## src/rtl/score_display_ctrl.sv

```systemverilog
// score_display_ctrl: converts a 20-bit score to six 7-segment digits with
// serial double-dabble and optional leading-zero blanking.
module score_display_ctrl #(
  parameter bit LZ_BLANK = 1'b1
) (
  input  logic        clk_i,
  input  logic        rst_ni,
  input  logic [19:0] score_i,
  input  logic        score_valid_i,
  output logic        score_ready_o,
  output logic        done_o,
  output logic [6:0]  hex0_o,
  output logic [6:0]  hex1_o,
  output logic [6:0]  hex2_o,
  output logic [6:0]  hex3_o,
  output logic [6:0]  hex4_o,
  output logic [6:0]  hex5_o
);
  typedef enum logic [1:0] {IDLE, CONVERT, LOAD} state_t;
  state_t          r_state, w_next;
  logic [43:0]     r_shift;
  logic [4:0]      r_cnt;
  logic            r_done;
  logic [5:0][6:0] r_hex;
  logic [43:0]     w_adj;
  logic [43:0]     w_shift_nxt;
  logic [19:0]     w_sat;
  logic [5:0][6:0] w_seg;

  function automatic logic [6:0] seg7(input logic [3:0] d);
    case (d)
      4'd0:    seg7 = 7'h40;
      4'd1:    seg7 = 7'h79;
      4'd2:    seg7 = 7'h24;
      4'd3:    seg7 = 7'h30;
      4'd4:    seg7 = 7'h19;
      4'd5:    seg7 = 7'h12;
      4'd6:    seg7 = 7'h02;
      4'd7:    seg7 = 7'h78;
      4'd8:    seg7 = 7'h00;
      4'd9:    seg7 = 7'h18;
      default: seg7 = 7'h7F;
    endcase
  endfunction

  assign w_sat = (score_i > 20'd999999) ? 20'd999999 : score_i;
  assign w_adj[19:0] = r_shift[19:0];
  assign w_shift_nxt = w_adj << 1;

  for (genvar g = 0; g < 6; g++) begin : g_dig
    logic [3:0] w_nib;
    logic       w_blank;
    assign w_nib = r_shift[20+4*g +: 4];
    assign w_adj[20+4*g +: 4] = (w_nib >= 4'd5) ? w_nib + 4'd3 : w_nib;
    // a digit blanks only when it and every more significant digit are zero
    assign w_blank = LZ_BLANK && (g != 0) && (r_shift[43:20+4*g] == '0);
    assign w_seg[g] = w_blank ? 7'h7F : seg7(w_nib);
  end

  always_ff @(posedge clk_i or negedge rst_ni) begin
    if (!rst_ni) r_state <= IDLE;
    else         r_state <= w_next;
  end

  always_comb begin
    w_next = r_state;
    case (r_state)
      IDLE:    w_next = score_valid_i ? CONVERT : IDLE;
      CONVERT: w_next = (r_cnt == 5'd19) ? LOAD : CONVERT;
      LOAD:    w_next = IDLE;
      default: w_next = IDLE;
    endcase
  end

  always_comb begin
    score_ready_o = (r_state == IDLE);
    done_o        = r_done;
    {hex5_o, hex4_o, hex3_o, hex2_o, hex1_o, hex0_o} = r_hex;
  end

  always_ff @(posedge clk_i or negedge rst_ni) begin
    if (!rst_ni) begin
      r_shift <= '0;
      r_cnt   <= '0;
      r_done  <= 1'b0;
      r_hex   <= {6{7'h7F}};
    end else begin
      r_done <= (r_state == LOAD);
      if (r_state == IDLE && score_valid_i) begin
        r_shift <= {24'd0, w_sat};
        r_cnt   <= '0;
      end else if (r_state == CONVERT) begin
        r_shift <= w_shift_nxt;
        r_cnt   <= (r_cnt == 5'd19) ? r_cnt : r_cnt + 5'd1;
      end
      if (r_state == LOAD) r_hex <= w_seg;
    end
  end
endmodule

```

## config.mk

```make
export PLATFORM = sky130hd
export DESIGN_NAME = score_display_ctrl
export DESIGN_NICKNAME = d
export VERILOG_FILES = /design/src/rtl/score_display_ctrl.sv
export SDC_FILE = /design/constraint.sdc
export NUM_CORES = 1
export LEC_CHECK = 0
export BUFFER_PORTS_ARGS = -buffer_cell sky130_fd_sc_hd__buf_2
export CORE_MARGIN = 2
export CORE_UTILIZATION = 45
export DETAILED_ROUTE_END_ITERATION = 6
export HOLD_SLACK_MARGIN = 0.02
export PLACE_DENSITY = 0.64
export SLEW_MARGIN = 20
export SYNTH_ARGS = -nofsm -noshare
export SYNTH_HDL_FRONTEND = slang
export SYNTH_SLANG_ARGS = --single-unit
```

## constraint.sdc

```tcl
create_clock -name clk_i -period 3.6 [get_ports clk_i]
set_input_delay 0 -clock clk_i [delete_from_list [all_inputs] [get_ports clk_i]]
set_output_delay 0 -clock clk_i [all_outputs]
set_load 0.05 [all_outputs]
```

==> results of run 1 <==
-- cell type report --
| cell class | instances | share of cell area |
|---|---|---|
| clock buffers | 13 | 0.0416 |
| multi-input cells | 411 | 0.433 |
| clock inverters | 3 | 0.00680 |
| well taps | 143 | 0.0286 |
| inverters | 26 | 0.0156 |
| repair buffers | 91 | 0.0900 |
| flip-flops and latches | 94 | 0.384 |
-- through the flow --
stage	instances	cell area (sq um)	setup WS (ns)	hold slack [ns]	power, W
finish	781	6260	1.07	0.0260	0.00659
global route	781	6260	0.934	0.0567	0.00711
CTS	781	6260	1.11	0.0224	0.00663
detailed placement	748	5790	1.28	0.140	0.00562
global placement	748	5790	1.35	0.139	0.00554
floorplan	569	5370	1.66	-0.296	0.00487
-- timing repair --
item | in CTS | in global routing
resized for setup | 0 | 0
endpoints found under the hold margin | 59 | 0
hold buffers | 17 | 0
-- cells in the final DEF (no fill, tap or decap), types with 7 or more instances in the layout --
master,instances
nand3_1,16
o211ai_1,11
o22ai_1,10
clkbuf_16,9
a22oi_1,25
buf_2,65
dfrtp_1,52
nand2_1,42
o22a_1,13
nor2_1,40
inv_1,26
o21ai_0,59
buf_4,9
dfstp_2,42
a21oi_1,39
a31oi_1,7
mux2i_1,8
o31ai_1,7
nor3_1,9
dlygate4sd3_1,17
xnor2_1,7
a221o_1,8
ha_1,33
nand2b_1,11
-- worst register-to-register path, delay by kind of cell, from the launching register on --
family,cells,cell delay [ns]
flops,1,0.62
simple gates,2,0.85
buf+inv,1,0.59
compound gates,1,0.36
-- flip-flops by register name, summed over array words and instances, names as in the netlist --
name,count
hex1_o,7
hex5_o,7
r_state,2
hex3_o,7
r_cnt,5
hex0_o,7
hex2_o,7
r_shift,44
done_o,1
hex4_o,7
-- how the worst max path moves through the flow --
stage	to	slack, ns	depth (start not counted)
global placement	r_shift[13]	1.35	4
CTS	r_shift[14]	1.11	4
detailed placement	r_shift[12]	1.28	4
global route	r_shift[14]	0.93	4
finish	r_shift[14]	1.07	4
floorplan	hex1_o[3]	1.66	6
-- report_power, final --
group          total (W)  leakage [nW]  switching [W]  internal (W)
combinational    0.00333          1.56        0.00210       0.00123
clock           0.000974         0.146       0.000398      0.000576
sequential       0.00229          1.08       0.000593       0.00170
-- per-layer routing --
layer / wire (microns) / track usage / vias up
li1: - / - / 2200
met1: 5680 / 0.269 / 2144
met2: 6030 / 0.329 / 100
met3: 475 / 0.0284 / 12
met4: 188 / 0.0821 / 0
met5: 0 / 0 / -
-- logic make-up after synthesis --
| kind of cell | Yosys count |
|---|---|
| DFF | 94 |
| AOI/OAI and AO/OA | 202 |
| buffers and inverters | 64 |
| muxes | 11 |
| adders and majority gates | 33 |
| and+or+nand+nor | 156 |
| xor gates and xnor gates | 9 |
==> out/results.tsv, run 1 <==
metric	value	unit
Crit-path slowest cell	or3b_1	
Seq/Total Area, Yosys	0.448	
Post-synth ARST share	1.00	
Clock Latency Late Sink	0.35	ns
Syn-to-layout area delta	16.5	%
# DRC	4	
Post-Syn Area per Cell	9.44	sq um
Die Y	113	microns
startpoint types	flop	
Synth Area in XOR/XNOR	0.0147	
First-pass DRT Iterations	7	
FF+latch area	0.00240	sq mm
Tightest Hold Check Type	in2reg	
CTS tree	yes	
routed wire length per instance	15.8	microns
prevailing post-synth register cell	dfrtp_1	
Synth Instances	569	
multiplexer area fraction after synthesis	0.0212	
CP Cell Sequence	or3b_1 -> a211oi_1 -> dlygate4sd3_1 -> nor2_1	
setup TNS	0	ns
Num CTS Buffers	9	
CP max stage delay	0.81	ns
post-synthesis cell type count	52	
initial core utilization	0.466	
worst-case hold path end point	r_shift[9]	
Final Hold Fails	0	
fin. max-slew vios	0	
maxcap violations	0	
Finished Core Util	0.543	
Power Dens Cells	1050	mW/mm^2
Synth Cell Area	0.00537	sq mm
H-tree depth	3	
Net Count, Synth	625	
Pleak	2.79	nW
# clock sinks	94	
Buffers on Ports	66	
Period minus WS final	2.53	ns
Setup CP Type	reg2reg	
num ports	67	
Routed Wire Length	12.4	mm
peak supply drop	0.349	mV
Final Setup Violations	0	
overall routing resource usage	0.201	
Min-Delay Startpoint	score_i[9]	
warnings from Yosys	0	
Std-Cell Rows	39	
failing checks	DRC	
total congestion overflow	0	
crit path DAT	2.76	ns
Critical R2R Capture	r_shift[14]	
Fillers	1037	
adder-cell share of the synthesized area	0.0769	
post-synthesis compound-gate area fraction	0.242	
Clock Pin Slew Worst Setup and Hold Paths	0.06	ns
# diodes	0	
Synth top area share	0.242	
largest net degree at the start of global routing	63	
Max transition margin	0.377	
R2R cell count	4	
Final #Nets	689	
Clock Tree Root	clkbuf_16	
area of the core	0.0115	sq mm
Fmax achieved	396	MHz
most numerous cell in the Yosys netlist	o21ai_0	
vias	4456	
vias in the first global route	4292	
RSZ-0062 raised after global routing	no	
post-route ant nets	0	
worst-margin pin slew	0.933	ns
WHS Path Cells	3	
status	complete, but fails checks	
EDFF count, synth	0	
Post-CTS Setup Repair Bufs	0	
Synth Register Bits	94	
Starting DRT DRC Count	241	
crit path max fanout	23	
synth cell count leaders	59 x o21ai_0, 52 x dfrtp_1, 42 x dfstp_2, 42 x nand2_1, 40 x nor2_1	
Final period util	0.702	
Clock Tree Buf Depth	2	
area taken by multi-input logic gates	0.00271	sq mm
Post-Synth Simple-Gate Area	0.149	
die area	0.0128	sq mm
vias per cell	5.71	
Crit. End Element	flop	
first-pass GRT wire length	20.8	mm
Critical Path Start	r_state[1]	
family with the most delay on the worst path	simple AND/OR/NAND/NOR gates	
Worst Skew	0.00454	ns
initial antenna violation count	0	
share of cells above drive strength 1	0.223	
largest cells by area after synthesis	dfrtp_1 24%, dfstp_2 21%, ha_1 7.7%, o21ai_0 5.5%, a21oi_1 3.6%	
worst r2r src	r_state[1]	
main combinational cell family by area after synthesis	compound AO/OA/AOI/OAI gates	
Synth area leader	dfrtp_1	
Required @ worst endpoint	3.83	ns
Critical path buffers and inverters	1	
HPWL Detailed	8.46	mm
R2R Setup Slk	1.07	ns
Die W	113	microns
RD Place Congestion	0.875	
Note: power is estimated with default switching activity, not from simulation.
==> inputs of run 2 (changes only) <==
ABC_AREA = 1   (was default)
clock period = 2.6 ns   (was 3.6 ns; I/O delays follow)
==> out/results.tsv, run 2 <==
metric	value	unit	change
Tightest Hold Check Type	in2reg		
warnings from Yosys	0		unchanged
Die W	113	microns	about the same
initial antenna violation count	0		unchanged
Largest register FFs	44		unchanged
setup TNS	0	ns	unchanged
Synth Instances	655		+15%
RD Place Congestion	0.866		-1.0%
First-pass DRT Iterations	7		unchanged
Std-Cell Rows	39		unchanged
R2R Setup Slk	0.78	ns	-0.29 ns
vias	4577		+2.7%
family with the most delay on the worst path	compound AO/OA/AOI/OAI gates		
Reg with most FFs	r_shift		
RSZ-0062 raised after global routing	no		
maxcap violations	0		unchanged
largest cells by area after synthesis	dfrtp_1 24%, dfstp_2 21%, nand2_1 11%, ha_1 7.7%, a21oi_1 5.7%		
post-CTS resize count	0		unchanged
Period minus WS final	1.82	ns	-0.708 ns
Worst Skew	0.00556	ns	+0.00102 ns
peak supply drop	0.413	mV	+18%
# DRC	4		unchanged
die area	0.0128	sq mm	-0.11%
Setup CP Type	reg2reg		
Die Y	113	microns	about the same
most numerous cell in the Yosys netlist	nand2_1		
vias per cell	5.20		-8.9%
Buffers on Ports	66		unchanged
worst r2r src	r_shift[36]		
first-pass GRT wire length	20.7	mm	-0.50%
CTS tree	yes		
share of cells above drive strength 1	0.209		-0.0139
Required @ worst endpoint	2.82	ns	-1.01 ns
num ports	67		unchanged
Power Dens Cells	1330	mW/mm^2	+27%
Synth Cell Area	0.00536	sq mm	-0.12%
Critical path buffers and inverters	2		+1
Critical R2R Capture	r_shift[38]		
Net Count, Synth	711		+14%
Fmax achieved	550	MHz	+39%
Starting DRT DRC Count	211		-12%
EDFF count, synth	0		unchanged
post-synthesis cell type count	37		-29%
dpl cells	844		+13%
Min-Delay Startpoint	score_valid_i		
Levels on crit path	7		+3
H-tree depth	3		unchanged
Final Hold Fails	0		unchanged
largest net degree at the start of global routing	43		-32%
Post-synth ARST share	1.00		unchanged
Synth Register Bits	94		unchanged
routed wire length per instance	13.6	microns	-14%
HPWL Detailed	8.25	mm	-2.5%
Pleak	3.15	nW	+13%
# diodes	0		unchanged
overall routing resource usage	0.198		-0.00286
Crit-path slowest cell	dfrtp_1		
vias in the first global route	4474		+4.2%
Max transition margin	0.621		+0.244
Clock Latency Late Sink	0.35	ns	about the same
Post-Syn Area per Cell	8.19	sq um	-13%
Clock Pin Slew Worst Setup and Hold Paths	0.07	ns	about the same
Num CTS Buffers	9		unchanged
failing checks	DRC		
Final period util	0.700		-0.00226
Final #Nets	789		+15%
total congestion overflow	0		unchanged
fin worst setup slack	0.780	ns	-0.292 ns
Routed Wire Length	12.0	mm	-2.9%
Clock Tree Buf Depth	2		unchanged
CP Cell Sequence	inv_1 -> ha_1 -> inv_1 -> o21ai_0 -> nand2_1 -> o211ai_1 -> o21ai_0		
post-route ant nets	0		unchanged
fin. max-slew vios	0		unchanged
Final Setup Violations	0		unchanged
Synth area leader	dfrtp_1		
# clock sinks	94		unchanged
R2R cell count	7		+3
startpoint types	flop		
Clock Tree Root	clkbuf_16		
most common cell after layout, fill and taps aside	nand2_1		
crit path max fanout	7		-70%
most frequent cells in the layout	156 x nand2_1, 72 x nor2_1, 65 x buf_2		
Syn-to-layout area delta	16.7	%	
status	complete, but fails checks		
prevailing post-synth register cell	dfrtp_1		
crit path DAT	2.04	ns	-0.72 ns
Place WS	0.809	ns	-0.472 ns
Seq/Total Area, Yosys	0.448		+0.000522
area of the core	0.0115	sq mm	unchanged
CP Capture Point	r_shift[38]		
worst-margin pin slew	0.568	ns	-0.365 ns
CP max stage delay	0.47	ns	-0.34 ns
initial core utilization	0.466		-0.000543
Synth top area share	0.243		+0.000283
Finished Layout Cells	881		+13%
synth cell count leaders	156 x nand2_1, 72 x nor2_1, 61 x a21oi_1, 54 x inv_1, 52 x dfrtp_1		
Critical Path Start	r_shift[36]		
Crit. End Element	flop		
[run 2: cell count changes after synthesis, sizes merged, moves of 19 or more]
| cell | before | now |
|---|---|---|
| inv | 26 | 58 |
| clkbuf | 26 | 2 |
| nand2 | 42 | 162 |
| a21oi | 39 | 61 |
| a22oi | 25 | 6 |
| nor2 | 41 | 79 |
[run 2: metrics by stage]
| step | instance area (sq um) | total power, W | hold WS, ns | util |
|---|---|---|---|---|
| floorplan | 5360 | 0.00613 | -0.296 | - |
| global placement | 5750 | 0.00691 | 0.0308 | 0.499 |
| detailed placement | 5750 | 0.00697 | 0.0397 | 0.499 |
| CTS | 6260 | 0.00838 | 0.0625 | 0.543 |
| global route | 6260 | 0.00907 | 0.107 | 0.543 |
| finish | 6260 | 0.00834 | 0.0729 | 0.543 |
[run 2: cell families (layout without fill, tap and decap cells)]
kind of cell,Yosys count,in the layout,share of synthesized area
simple gates,288,288,0.236
compound gates,155,155,0.162
flops,94,94,0.448
buf+inv,83,166,0.0739
fa+ha+maj,33,33,0.0770
xor+xnor,2,2,0.00327
[run 2: layout make-up]
cell class | instances | area [sq um]
Fill cell | 1078 | 5260
Multi-Input combinational cell | 478 | 2560
Sequential cell | 94 | 2400
Timing Repair Buffer | 92 | 593
Clock buffer | 11 | 243
Inverter | 58 | 218
Tap cell | 143 | 179
Clock inverter | 5 | 58.8
[run 2: how the worst min path moves through the flow]
stage                        endpoint  slack, ns  cells after the start
after floorplan                done_o      -0.30                      0
after global placement    r_shift[30]       0.03                      1
after detailed placement  r_shift[30]       0.04                      1
after CTS                    r_cnt[2]       0.06                      4
after global routing         r_cnt[2]       0.11                      4
final                        r_cnt[2]       0.07                      4
[run 2: power breakdown]
part | total (W) | switching, W | internal (W)
registers | 0.00274 | 0.000548 | 0.00220
logic | 0.00426 | 0.00286 | 0.00140
clock network | 0.00134 | 0.000569 | 0.000772
total | 0.00834 | 0.00398 | 0.00437
[run 2: tightest hold or removal path: cells and delay by family]
family | cells | cell delay (ns)
AOI/OAI and AO/OA | 2 | 0.16
buffers and inverters | 1 | 0.08
and+or+nand+nor | 1 | 0.13
[run 2: metal layers]
metal  part of all wire  track usage  vias up  wire (microns)
met5                  0            0        -               0
met4              0.015       0.0740        0             186
met3              0.033       0.0305       14             393
met2               0.48        0.337       91            5770
met1               0.47        0.255     2135            5670
li1                   -            -     2337               -
[run 2: timing repair]
item                      CTS  global route
hold buffers               21             0
hold endpoints to repair   53             0
setup buffers               0             0
==> inputs of run 3 (changes only) <==
clock period = 1.68 ns   (was 2.6 ns; I/O delays follow)
==> out/results.tsv, run 3 (synthesis results as in run 2) <==
metric	value	unit	change
Buffers on Ports	66		unchanged
Largest register FFs	44		unchanged
die area	0.0128	sq mm	unchanged
status	complete, but fails checks		
setup TNS	0	ns	unchanged
register share of total power	0.299		-0.030
final instance area	0.00650	sq mm	+3.9%
Std-Cell Rows	39		unchanged
switching pwr	0.00624	W	+57%
Num CTS Buffers	9		unchanged
Final period util	0.933		+0.233
Clock Tree Root	clkbuf_16		
vias	4649		+1.6%
area of the core	0.0115	sq mm	unchanged
routed wire length per instance	13.6	microns	-0.40%
Fmax achieved	638	MHz	+16%
Final Hold Fails	0		unchanged
worst-margin pin slew	0.495	ns	-0.0732 ns
RD Place Congestion	0.891		+2.9%
total congestion overflow	0		unchanged
Power Dens Cells	2110	mW/mm^2	+58%
area taken by multi-input logic gates	0.00259	sq mm	+1.2%
Pleak	3.27	nW	+3.9%
vias in the first global route	4630		+3.5%
crit path max fanout	6		-1
Finished Core Util	0.565		+0.0212
Clock power frac	0.181		+0.020
Clock Pin Slew Worst Setup and Hold Paths	0.06	ns	about the same
Required @ worst endpoint	1.88	ns	-0.94 ns
largest net degree at the start of global routing	95		+120%
Die Y	113	microns	unchanged
vias per cell	5.18		-0.35%
first-pass GRT wire length	21.0	mm	+1.4%
H-tree depth	3		unchanged
initial antenna violation count	0		unchanged
Final #Nets	806		+2.2%
# clock sinks	94		unchanged
Reg with most FFs	r_shift		
HPWL Detailed	8.41	mm	+2.0%
overall routing resource usage	0.202		+0.00395
Syn-to-layout area delta	21.2	%	
Period minus WS final	1.57	ns	-0.253 ns
Clock Tree Buf Depth	2		unchanged
Crit. End Element	flop		
most common cell after layout, fill and taps aside	nand2_1		
share of cells above drive strength 1	0.236		+0.0271
post-route ant nets	0		unchanged
FF+latch area	0.00240	sq mm	unchanged
Setup CP Type	reg2reg		
Starting DRT DRC Count	238		+13%
Die W	113	microns	unchanged
most frequent cells in the layout	156 x nand2_1, 72 x nor2_1, 65 x buf_2		
Tightest Hold Check Type	in2reg		
# diodes	0		unchanged
peak supply drop	0.684	mV	+66%
Routed Wire Length	12.2	mm	+1.5%
startpoint types	flop		
fin. max-slew vios	0		unchanged
Power Internal	0.00748	W	+71%
initial core utilization	0.466		unchanged
Max transition margin	0.670		+0.0492
Worst Skew	0.00554	ns	-0.0000251 ns
Fillers	1022		-5.2%
num ports	67		unchanged
Gate power share	0.519		+0.009
Final Setup Violations	0		unchanged
CTS tree	yes		
Clock Latency Late Sink	0.35	ns	about the same
# DRC	5		+1
hold slack	0.0866	ns	+0.0137 ns
failing checks	DRC		
fin worst setup slack	0.113	ns	-0.667 ns
First-pass DRT Iterations	7		unchanged
Place WS	0.0971	ns	-0.712 ns
Post-CTS Setup Repair Bufs	0		unchanged
maxcap violations	0		unchanged
crit path DAT	1.77	ns	-0.27 ns
Area after DPL	0.00590	sq mm	+2.7%
Sw Share	0.455		-0.0217
## run 3: layer usage
layer | global-route usage | vias up | wire length [microns]
li1 | - | 2367 | -
met5 | 0 | - | 0
met1 | 0.254 | 2154 | 5590
met4 | 0.0911 | 0 | 289
met3 | 0.0316 | 22 | 450
met2 | 0.344 | 106 | 5880
## run 3: final cells by class
type,instances,area share
clock buffer,9,0.0346
clock inverter,7,0.0210
inverter,58,0.0335
multi-input combinational,478,0.399
sequential,94,0.370
tap,143,0.0275
timing repair buffer,109,0.115
## run 3: worst max-delay path: stages, from the launching register on
cell      delay (ns)
dfrtp_1         0.43
inv_1           0.14
ha_2            0.23
ha_1            0.24
o211ai_1        0.21
o21ai_0         0.16
## run 3: power by group through the flow
| stage | Sequential (W) | Combinational [W] | Clock [W] |
|---|---|---|---|
| final | 0.00411 | 0.00713 | 0.00249 |
| after global routing | 0.00425 | 0.00804 | 0.00262 |
| after CTS | 0.00410 | 0.00707 | 0.00254 |
| after detailed placement | 0.00413 | 0.00697 | 0 |
| after global placement | 0.00409 | 0.00685 | 0 |
| after floorplan | 0.00509 | 0.00440 | 0 |
## run 3: timing repair
action                                  4_1_cts  5_1_grt
endpoints found under the setup margin        0       18
endpoints found under the hold margin        72        0
resized for setup                             0       11
hold buffers                                 21        0
## run 3: per-stage QoR
stage | total power (W) | cells
floorplan | 0.00949 | 655
global route | 0.0149 | 898
finish | 0.0137 | 898
global placement | 0.0109 | 861
CTS | 0.0137 | 898
detailed placement | 0.0111 | 861
## run 3: path summary, 6_finish.rpt
| check | startpoint | cells after the start | to | slack (ns) |
|---|---|---|---|---|
| setup / recovery | r_shift[25] | 5 | r_shift[27] | 0.11 |
| hold / removal | score_valid_i | 4 | r_cnt[1] | 0.09 |
| setup reg to reg | r_shift[25] | 5 | r_shift[27] | 0.11 |
| hold reg to reg | hex1_o[6] | 2 | hex1_o[6] | 0.46 |
| max in group asynchronous | rst_ni | 3 | hex0_o[0] | 1.04 |
| min in group asynchronous | rst_ni | 3 | done_o | 0.25 |
